$ cat src/rtl/stable_filter.sv
// rtl/stable_filter.sv - publishes din once it has been stable for STABLE_CYCLES rising edges
// Optional embedded checks are enabled with STABLE_FILTER_ASSERT_EN.
module stable_filter #(
  parameter int WIDTH         = 1,
  parameter int STABLE_CYCLES = 3
) (
  input  logic             clk,
  input  logic             rst_n,
  input  logic [WIDTH-1:0] din,
  output logic [WIDTH-1:0] dout,
  output logic             dout_valid,
  output logic             changed,
  output logic [7:0]       loss_cnt
);

  localparam int CW = $clog2(STABLE_CYCLES + 1);
  localparam logic [CW-1:0] CNT_LAST = CW'(STABLE_CYCLES - 1);
  localparam logic [CW-1:0] CNT_FULL = CW'(STABLE_CYCLES);
  localparam logic [CW-1:0] CNT_ONE  = CW'(1);

  typedef enum logic {SEEK, LOCK} state_t;

  state_t           state_q, state_d;
  logic [WIDTH-1:0] din_q, din_d;
  logic [CW-1:0]    cnt_q, cnt_d;
  logic [WIDTH-1:0] dout_q, dout_d;
  logic             dout_valid_q, dout_valid_d;
  logic             changed_q, changed_d;
  logic [7:0]       loss_cnt_q, loss_cnt_d;
  logic             stable;

  always_ff @(posedge clk or negedge rst_n) begin
    if (!rst_n) begin
      state_q      <= SEEK;
      din_q        <= '0;
      cnt_q        <= '0;
      dout_q       <= '0;
      dout_valid_q <= 1'b0;
      changed_q    <= 1'b0;
      loss_cnt_q   <= 8'd0;
    end else begin
      state_q      <= state_d;
      din_q        <= din_d;
      cnt_q        <= cnt_d;
      dout_q       <= dout_d;
      dout_valid_q <= dout_valid_d;
      changed_q    <= changed_d;
      loss_cnt_q   <= loss_cnt_d;
    end
  end

  always_comb begin
    stable       = (din == din_q);
    state_d      = state_q;
    din_d        = din;
    cnt_d        = cnt_q;
    dout_d       = dout_q;
    dout_valid_d = dout_valid_q;
    changed_d    = 1'b0;
    loss_cnt_d   = loss_cnt_q;
    case (state_q)
      SEEK: begin
        if (!stable) begin
          cnt_d = '0;
        end else if (cnt_q == CNT_LAST) begin
          state_d      = LOCK;
          dout_d       = din;
          dout_valid_d = 1'b1;
          cnt_d        = CNT_FULL;
          changed_d    = (din != dout_q);
        end else begin
          cnt_d = cnt_q + CNT_ONE;
        end
      end
      LOCK: begin
        // Any movement drops the lock, even a glitch back to the held value.
        if (!stable) begin
          state_d      = SEEK;
          cnt_d        = '0;
          dout_valid_d = 1'b0;
          if (loss_cnt_q != 8'hFF) loss_cnt_d = loss_cnt_q + 8'd1;
        end
      end
      default: begin
        state_d = SEEK;
        cnt_d   = '0;
      end
    endcase
  end

  assign dout       = dout_q;
  assign dout_valid = dout_valid_q;
  assign changed    = changed_q;
  assign loss_cnt   = loss_cnt_q;

`ifdef STABLE_FILTER_ASSERT_EN
  a_dout_moves_only_with_changed: assert property (@(posedge clk) disable iff (!rst_n)
    !changed_q |-> $stable(dout_q))
    else $error("stable_filter: dout moved without changed");

  a_din_held_while_valid: assert property (@(posedge clk) disable iff (!rst_n)
    dout_valid_q && $past(dout_valid_q) |-> $stable(din_q))
    else $error("stable_filter: din_q moved while locked");

  a_changed_implies_valid: assert property (@(posedge clk) disable iff (!rst_n)
    changed_q |-> dout_valid_q)
    else $error("stable_filter: changed without dout_valid");
`else
`endif

endmodule

$ cat config.mk
export PLATFORM = sky130hd
export DESIGN_NAME = stable_filter
export DESIGN_NICKNAME = d
export VERILOG_FILES = /design/src/rtl/stable_filter.sv
export SDC_FILE = /design/constraint.sdc
export NUM_CORES = 1
export LEC_CHECK = 0
export BUFFER_PORTS_ARGS = -buffer_cell sky130_fd_sc_hd__buf_4
export CAP_MARGIN = 20
export CORE_MARGIN = 1.5
export CORE_UTILIZATION = 55
export DETAILED_ROUTE_END_ITERATION = 8
export PLACE_DENSITY_LB_ADDON = 0.2
export SKIP_CTS_REPAIR_TIMING = 1
export SLEW_MARGIN = 20
export SYNTH_ARGS = -nofsm -noshare
export SYNTH_HDL_FRONTEND = slang
export SYNTH_SLANG_ARGS = --single-unit
$ cat constraint.sdc
create_clock -name clk -period 3.19 [get_ports clk]
set_input_delay 0 -clock clk [delete_from_list [all_inputs] [get_ports clk]]
set_output_delay 0 -clock clk [all_outputs]
set_load 0.01 [all_outputs]
==> summary by stage, run 1 <==
Outcome
The flow ran to the end, and the final reports show no timing, DRC or antenna violations.

Detailed routing
For this block, wires on met1 add up to 590 um. The first-pass iteration count of the detailed router is 3. The met3 wire length is approximately 40 um. In this run the top signal layer used is met4. The number of vias per cell after detailed routing is 5.40.

The number of design rule violations left after detail routing is 0. The number of DRC markers after the initial detailed-route iteration is 8. The routed layout has 556 vias.

Wires add up to 1270 um. Summed over all nets, wire length on met2 after detailed routing comes to 622 um. Once detail routing completed, the nets flagged for antenna violations numbered 0. Dividing the detail-routed wire length by the instance count gives around 12 um.

CTS
The cell sitting at the root of the clock tree is a sky130_fd_sc_hd__clkbuf_4. CTS built an H-tree with a depth of 1. The CTS tree is yes. The number of CTS-inserted buffers is 3. The clock insertion delay at the later pin of the skew report is 0.29 ns. The clock passes through at most 2 buffers. The post-CTS clock slew at the launch and capture registers of the worst setup and hold paths is 0.09 ns.

The number of sinks driven by the clock tree is 15.

Global route
The number of antenna violations at the first check in global routing is 0. The total global-route track usage is 20.9%. The overflow left after global routing is 0. The first global-routing pass estimated 2100 um of wire. The number of global-route vias before repair is around 490.

The pin count of the biggest net entering global routing is 16.

Floorplanning
The die is about 39 um wide. The area of the die is 1540 um2. The initialized floorplan defines 12 standard-cell rows. The standard cell core area is between 1000 and 1500 um2.

The floorplan step set the die height to slightly below 40 um. The I/O pin total is 14. The starting utilization of the core area is 62.3%.

Placement
Counting tap cells, the placed design contains a total of 97 instances. Before CTS, the worst setup slack after placement is 1.55 ns. The count of port buffers added during placement is 13. The congestion estimate from routability-driven global placement came to 0.730.

Detailed placement ended at an HPWL of 930 um.

Worst setup path
STA classifies the critical path startpoint as a flip-flop. The critical path capture point type is a flip-flop. The largest driver fanout on the critical path is 4.

The origin of the worst setup path is loss_cnt[0]. Among all stages on the critical path, the largest delay is contributed by sky130_fd_sc_hd__or3b_4. The critical path goes through ha_1 -> nand3_1 -> or3b_4 -> mux2_4. For the worst setup path, the data required time is about 3.4 ns.

The maximum cell stage delay along the critical path is 0.44 ns. The critical path is of the flip-flop to flip-flop type. The data arrival time of the critical path is 1.82 ns. The worst register-to-register path begins at loss_cnt[0].

Synthesis
The fraction of synthesized cell area taken by the top area cell type is 52.1%. The warning count from the yosys run is 0. The post-synthesis instance area is 721 um2.

The post-synthesis sequential element count is 15. Summing the sequential cell areas from Yosys gives between 50% and 60% of the chip area. The biggest area consumer among synthesized cells is sky130_fd_sc_hd__dfrtp_1. Averaged over all synthesized cells, the footprint is 10.2 um2. After technology mapping, the gate count stands at around 70. Yosys attributes the largest share of cell area to sky130_fd_sc_hd__dfrtp_1 52%, sky130_fd_sc_hd__nor2_1 6.3%, sky130_fd_sc_hd__mux2_4 4.2%.

Counting every net in the synthesized netlist gives 76. The count of distinct cell types in the synthesized netlist is 25.

Timing
Setup slack closes at 1.55 ns. The final hold violation count was 0. Static timing analysis puts the maximum clock frequency at 610 MHz.

Dividing the final minimum period by the clock period gives 51.4%. The minimum hold slack is 0.0899 ns. The worst pin sits at a relative slew slack of approximately four fifths. The count of final max-slew check failures is 0. The number of failing setup endpoints in the final timing report is 0. The shortest clock period the worst path allows after layout is 1.64 ns.

After routing, the total negative slack on setup checks comes to 0 ns. Setup repair after global routing left no endpoint under its margin. Across the routed clock network, the largest skew measured is 0.00663 ns. The actual slew at the worst max-slew pin is 0.326 ns.

Power
Sequential cells burn around 48% of the power. The power spent charging and discharging nets is 0.000206 W. For this design the static power due to leakage is 0.425 nW.

In this run the power density over the cells is roughly 700 nW/um2. The clock share of power is 18.4%. The design draws between 0.0005 and 0.0006 W.

IR analysis of the VDD net gives a maximum drop of 0.000404 V. Per report_power, the combinational group accounts for about 34% of the total. The switching portion of total power is 34.5%. The total internal power is slightly below 0.0004 W.

Finish
In the final design database the tool counted 95 nets. Excluding fillers, the count of instances in the completed layout stands at just over 100. The number of antenna diodes in the final layout is 0.

The fill cell total of the finished layout is 70. The area added between synthesis and finish is 21.9%. Cells with a size suffix above 1 make up 24.7% of the layout.

Hold path
The path type of the worst min-delay path is primary input to async pin.

Flow run
The number of max-cap violations is 0.
==> power groups by stage <==
stage                     clock network (W)  registers, W  logic [W]
after detailed placement                  0      0.000291   0.000200
final                              0.000110      0.000287   0.000201
after floorplan                           0      0.000292   0.000113
after global placement                    0      0.000288   0.000192
after CTS                          0.000109      0.000287   0.000201
after global routing               0.000117      0.000296   0.000230
==> cell usage in the layout (no fill, tap or decap) <==
| cell | count |
|---|---|
| sky130_fd_sc_hd__nor2_1 | 12 |
| sky130_fd_sc_hd__dlygate4sd3_1 | 2 |
| sky130_fd_sc_hd__and2_2 | 1 |
| sky130_fd_sc_hd__nand4_1 | 2 |
| sky130_fd_sc_hd__nand2b_1 | 1 |
| sky130_fd_sc_hd__o21bai_1 | 1 |
| sky130_fd_sc_hd__xnor2_1 | 2 |
| sky130_fd_sc_hd__a21oi_1 | 5 |
| sky130_fd_sc_hd__dfrtp_1 | 15 |
| sky130_fd_sc_hd__nor3b_2 | 1 |
| sky130_fd_sc_hd__nand2_1 | 6 |
| sky130_fd_sc_hd__a211oi_1 | 1 |
| sky130_fd_sc_hd__o21ai_0 | 3 |
| sky130_fd_sc_hd__and3_1 | 1 |
| sky130_fd_sc_hd__ha_1 | 2 |
| sky130_fd_sc_hd__xor2_1 | 2 |
| sky130_fd_sc_hd__inv_1 | 3 |
| sky130_fd_sc_hd__nand3_1 | 2 |
| sky130_fd_sc_hd__a21boi_1 | 2 |
| sky130_fd_sc_hd__a31oi_1 | 1 |
| sky130_fd_sc_hd__o21ai_2 | 1 |
| sky130_fd_sc_hd__or3b_4 | 1 |
| sky130_fd_sc_hd__buf_4 | 13 |
| sky130_fd_sc_hd__clkbuf_1 | 1 |
| sky130_fd_sc_hd__mux2_4 | 2 |
| sky130_fd_sc_hd__clkbuf_4 | 3 |
| sky130_fd_sc_hd__mux2_1 | 1 |
| sky130_fd_sc_hd__nor3_1 | 2 |
==> cell usage after synthesis <==
cell and number:
sky130_fd_sc_hd__o21ai_2 1, sky130_fd_sc_hd__inv_1 3, sky130_fd_sc_hd__nor3b_2 1, sky130_fd_sc_hd__a21boi_1 2, sky130_fd_sc_hd__nand4_1 2, sky130_fd_sc_hd__a211oi_1 1
sky130_fd_sc_hd__nor2_1 12, sky130_fd_sc_hd__xnor2_1 2, sky130_fd_sc_hd__nand2b_1 1, sky130_fd_sc_hd__ha_1 2, sky130_fd_sc_hd__o21bai_1 1, sky130_fd_sc_hd__mux2_4 2
sky130_fd_sc_hd__a21oi_1 5, sky130_fd_sc_hd__o21ai_0 3, sky130_fd_sc_hd__nand3_1 2, sky130_fd_sc_hd__or3b_4 1, sky130_fd_sc_hd__and2_2 1, sky130_fd_sc_hd__dfrtp_1 15
sky130_fd_sc_hd__xor2_1 2, sky130_fd_sc_hd__mux2_1 1, sky130_fd_sc_hd__nor3_1 2, sky130_fd_sc_hd__nand2_1 6, sky130_fd_sc_hd__clkbuf_1 1, sky130_fd_sc_hd__a31oi_1 1
sky130_fd_sc_hd__and3_1 1
==> critical path: cells and delay by family, from the launching register on <==
kind                     cells  cell delay (ns)
AND/OR/NAND/NOR              2             0.62
flip-flops                   1             0.41
multiplexers                 1             0.30
adder cells (fa/ha/maj)      1             0.21
==> kinds of logic after synthesis <==
kind of cell / count (synthesis) / share of synthesized area [%]
AO/OA/AOI/OAI: 14 / 11.8
XOR/XNOR: 4 / 4.86
adder cells (fa/ha/maj): 2 / 3.47
buffers and inverters: 4 / 2.08
flip-flops: 15 / 52.1
multiplexers: 3 / 5.73
AND/OR/NAND/NOR: 29 / 20.0
==> sequential cells by signal (all words and copies together) (netlist names) <==
signal	cells
loss_cnt	8
dout	1
state_q	1
cnt_q	2
dout_valid	1
din_q	1
changed	1
==> metal layers <==
layer  GRT usage (%)  up-vias
met5               0        -
met1            28.6      262
met4            7.76        0
li1                -      282
met3            3.47        2
met2            32.9       10
==> cell type report <==
cell class	instances	area, um2	share of cell area [%]
timing repair buffer	15	118	13.4
sequential	15	375	42.7
tap	14	17.5	1.99
clock buffer	4	26.3	2.99
multi-input combinational	52	330	37.6
inverter	3	11.3	1.28
==> through the flow <==
stage	utilization, %	area [um2]
floorplan	-	721
global placement	72.0	832
detailed placement	72.0	832
CTS	74.2	858
global route	76.0	878
finish	76.0	878
==> worst paths after layout <==
path                                to  slack [ns]  depth (start not counted)
setup / recovery           loss_cnt[4]        1.55                          4
hold / removal             loss_cnt[4]        0.09                          2
setup reg to reg           loss_cnt[4]        1.55                          4
hold reg to reg            loss_cnt[6]        0.53                          1
max in group asynchronous  loss_cnt[1]        2.92                          2
min in group clk                 din_q        0.42                          2
Power figures use the tool's default switching activity.
==> run 2, diff against run 1 <==
CORE_UTILIZATION = 46   (was 55)
clock period = 1.5 ns   (was 3.19 ns; I/O delays follow)
==> run 2 against run 1 <==
Highest routed layer unchanged. Sequential share of layout area down 4.0 points. Sequential power increased by 110%. Via count up 6.3%. Cell area is 11% higher. Routed wire length is 10% higher. Setup slack worse by 1.5 ns. Total power increased by 130%.
==> summary by stage, run 2 (synthesis gave the netlist of run 1 again) <==
Detailed routing
The average detailed-routed wire length per instance came to 12.3 um (-0.56%). The number of vias per cell after detailed routing is 5.18 (-4.0%). The first-pass iteration count of the detailed router is 4 (+1). The total via count after detailed routing is 591 (+6.3%).

The number of design rule violations left after detail routing was 0 (unchanged). The count of antenna-violating nets left after detailed routing is 0 (unchanged). The sum of routed wire length over all layers is 1400 um (+10%). The number of DRC markers after the initial detailed-route iteration is 9 (+1).

Worst setup path
The kind of critical path is flip-flop to flip-flop. The path depth of the worst reg2reg path is 3 (-1). The critical-path cell with the highest stage delay is sky130_fd_sc_hd__dfrtp_2. The largest driver fanout on the critical path is 4 (unchanged).

The worst setup path is launched from a flip-flop. In this run the critical register-to-register path is captured at loss_cnt[4]. Walking the worst path, the cells encountered are xnor2_1 -> or3b_4 -> mux2_4. The critical path capture point type is a flip-flop. The data arrival time of the critical path came to 1.64 ns (-0.18 ns). The critical path data required time was 1.68 ns (-1.69 ns). The maximum cell stage delay along the critical path is 0.45 ns (about the same). The reg-to-reg critical path startpoint is din_q. The flop-to-flop setup slack is 0.04 ns (-1.51 ns).

Placement
The post-detailed-placement cell area is 895 um2 (+7.5%). The weighted congestion reported at the end of routability-driven placement is 0.763 (+4.5%). The total instance count after detailed placement is 106 (+9.3%). The final HPWL from detailed placement is 1030 um (+11%). The count of port buffers added during placement is 13 (unchanged).

Global route
The global-route wire length before repair was 2180 um (+3.6%). The overflow left after global routing is 0 (unchanged). The pin count of the biggest net entering global routing is 16 (unchanged). The number of antenna violations at the first check in global routing is 0 (unchanged). The total global-route track usage is 16.7% (-4.2 points). The number of global-route vias before repair is 504 (+2.4%).

Finish
The final core utilization is 65.3% (-11 points). The count of antenna diodes in the layout is 0 (unchanged). The area of all placed cells without fillers is 972 um2 (+11%).

The share of cells above drive strength 1 is 35.7% (+11 points). The flip-flop count of the largest register, all copies and words added came to 8 (unchanged). The final cell count without fillers is 114 (+11%).

The number of nets in the layout is 104 (+9.5%). Leaving out fill and tap cells, the most frequent cell in the layout is sky130_fd_sc_hd__buf_4. The library cells used most frequently in the layout, excluding fill and tap cells, are 22 x sky130_fd_sc_hd__buf_4, 14 x sky130_fd_sc_hd__dfrtp_1, 12 x sky130_fd_sc_hd__nor2_1. The area added between synthesis and finish is 34.9%.

Timing
The achievable clock frequency was 685 MHz (+12%). The shortest clock period the worst path allows after layout is 1.46 ns (-0.179 ns). The final setup skew is 0.00224 ns (-0.00439 ns). The actual slew at the worst max-slew pin is 0.270 ns (-0.0556 ns).

The setup TNS after final layout is 0 ns (unchanged). The number of failing setup endpoints in the final timing report is 0 (unchanged). Setup repair after global routing could not meet its margin everywhere. The final hold violation count is 0 (unchanged). The count of final max-slew check failures was 0 (unchanged). The post-route clock period utilization came to 97.4% (+46 points).

The normalized max-slew margin is 81.8% (+3.6 points).

Floorplanning
The width of the die is 42.6 um (+8.6%). The floorplan row count came to 14 (+2). The area of the die was 1810 um2 (+18%).

The vertical die dimension is 42.6 um (+8.6%). The I/O pin total is 14 (unchanged). The standard cell core area is 1490 um2 (+29%).

The starting utilization of the core area is 48.4% (-14 points).

CTS
The clock insertion delay at the later pin of the skew report is 0.29 ns (about the same). The CTS tree is yes. The number of buffers on the longest clock path is 2 (unchanged). The number of sinks driven by the clock tree is 15 (unchanged). The post-CTS clock slew at the launch and capture registers of the worst setup and hold paths is 0.08 ns (about the same). The cell at the root of the clock tree is sky130_fd_sc_hd__clkbuf_4. The count of H-tree levels built during CTS came to 1 (unchanged). The number of CTS-inserted buffers is 3 (unchanged).

Power
The switching portion of total power is 33.8% (-0.69 points). The total internal power came to 0.000904 W (+130%). The share of total power in sequential cells came to 43.5% (-4.5 points). The power density relative to cell area is 1400 nW/um2 (+110%). The static leakage power came to 0.469 nW (+10%). The part of the power in combinational logic came to 39.5% (+5.9 points). The power spent charging and discharging nets came to 0.000461 W (+120%). The clock share of power is 17.0% (-1.4 points).

The worst-case vdd ir drop was 0.000792 V (+96%).

Hold path
The path type of the worst min-delay path is primary input to async pin.

Outcome
The run finished with clean final reports.

Flow run
The number of max-cap violations is 0 (unchanged).
-- run 2: worst max-delay path: cells and delay by family (launching register included) --
family | cells | cell delay (ns)
flip-flops | 1 | 0.45
AND/OR/NAND/NOR | 1 | 0.43
multiplexers | 1 | 0.30
XOR/XNOR | 1 | 0.18
-- run 2: power groups by stage --
stage	Sequential (W)	Clock (W)	Combinational (W)
after floorplan	0.000626	0	0.000247
after global placement	0.000592	0	0.000502
after detailed placement	0.000598	0	0.000517
after CTS	0.000590	0.000236	0.000519
after global routing	0.000610	0.000250	0.000600
final	0.000594	0.000232	0.000540
-- run 2: cell type report --
class / instances / area (um2)
Timing Repair Buffer: 24 / 185
Sequential cell: 15 / 377
Fill cell: 117 / 517
Tap cell: 16 / 20.0
Multi-Input combinational cell: 52 / 353
Clock buffer: 4 / 26.3
Inverter: 3 / 11.3
-- run 2: how the worst max path moves through the flow --
stage / cells past startpoint / to / slack (ns) / start
floorplan: 4 / loss_cnt[4] / -0.06 / loss_cnt[0]
global placement: 3 / loss_cnt[4] / 0.08 / din_q
detailed placement: 4 / loss_cnt[4] / 0.04 / loss_cnt[0]
CTS: 3 / loss_cnt[4] / 0.03 / din_q
global route: 4 / loss_cnt[4] / -0.006 / loss_cnt[1]
finish: 3 / loss_cnt[4] / 0.04 / din_q
-- run 2: through the flow --
stage / hold WS, ns / worst slack (ns) / power [W]
finish: 0.0896 / 0.0396 / 0.00137
global route: 0.111 / -0.00553 / 0.00146
CTS: -0.446 / 0.0269 / 0.00135
detailed placement: -0.135 / 0.0446 / 0.00112
global placement: -0.137 / 0.0763 / 0.00109
floorplan: -0.296 / -0.0589 / 0.000873
-- run 2: metal layers --
layer  global-route usage [%]  part of all wire, %  vias to the layer above
met2                     25.5                   48                       17
met3                     1.29                  3.6                        5
li1                         -                    -                      297
met1                     21.7                   45                      272
met4                     13.1                  3.7                        0
met5                        0                    0                        -
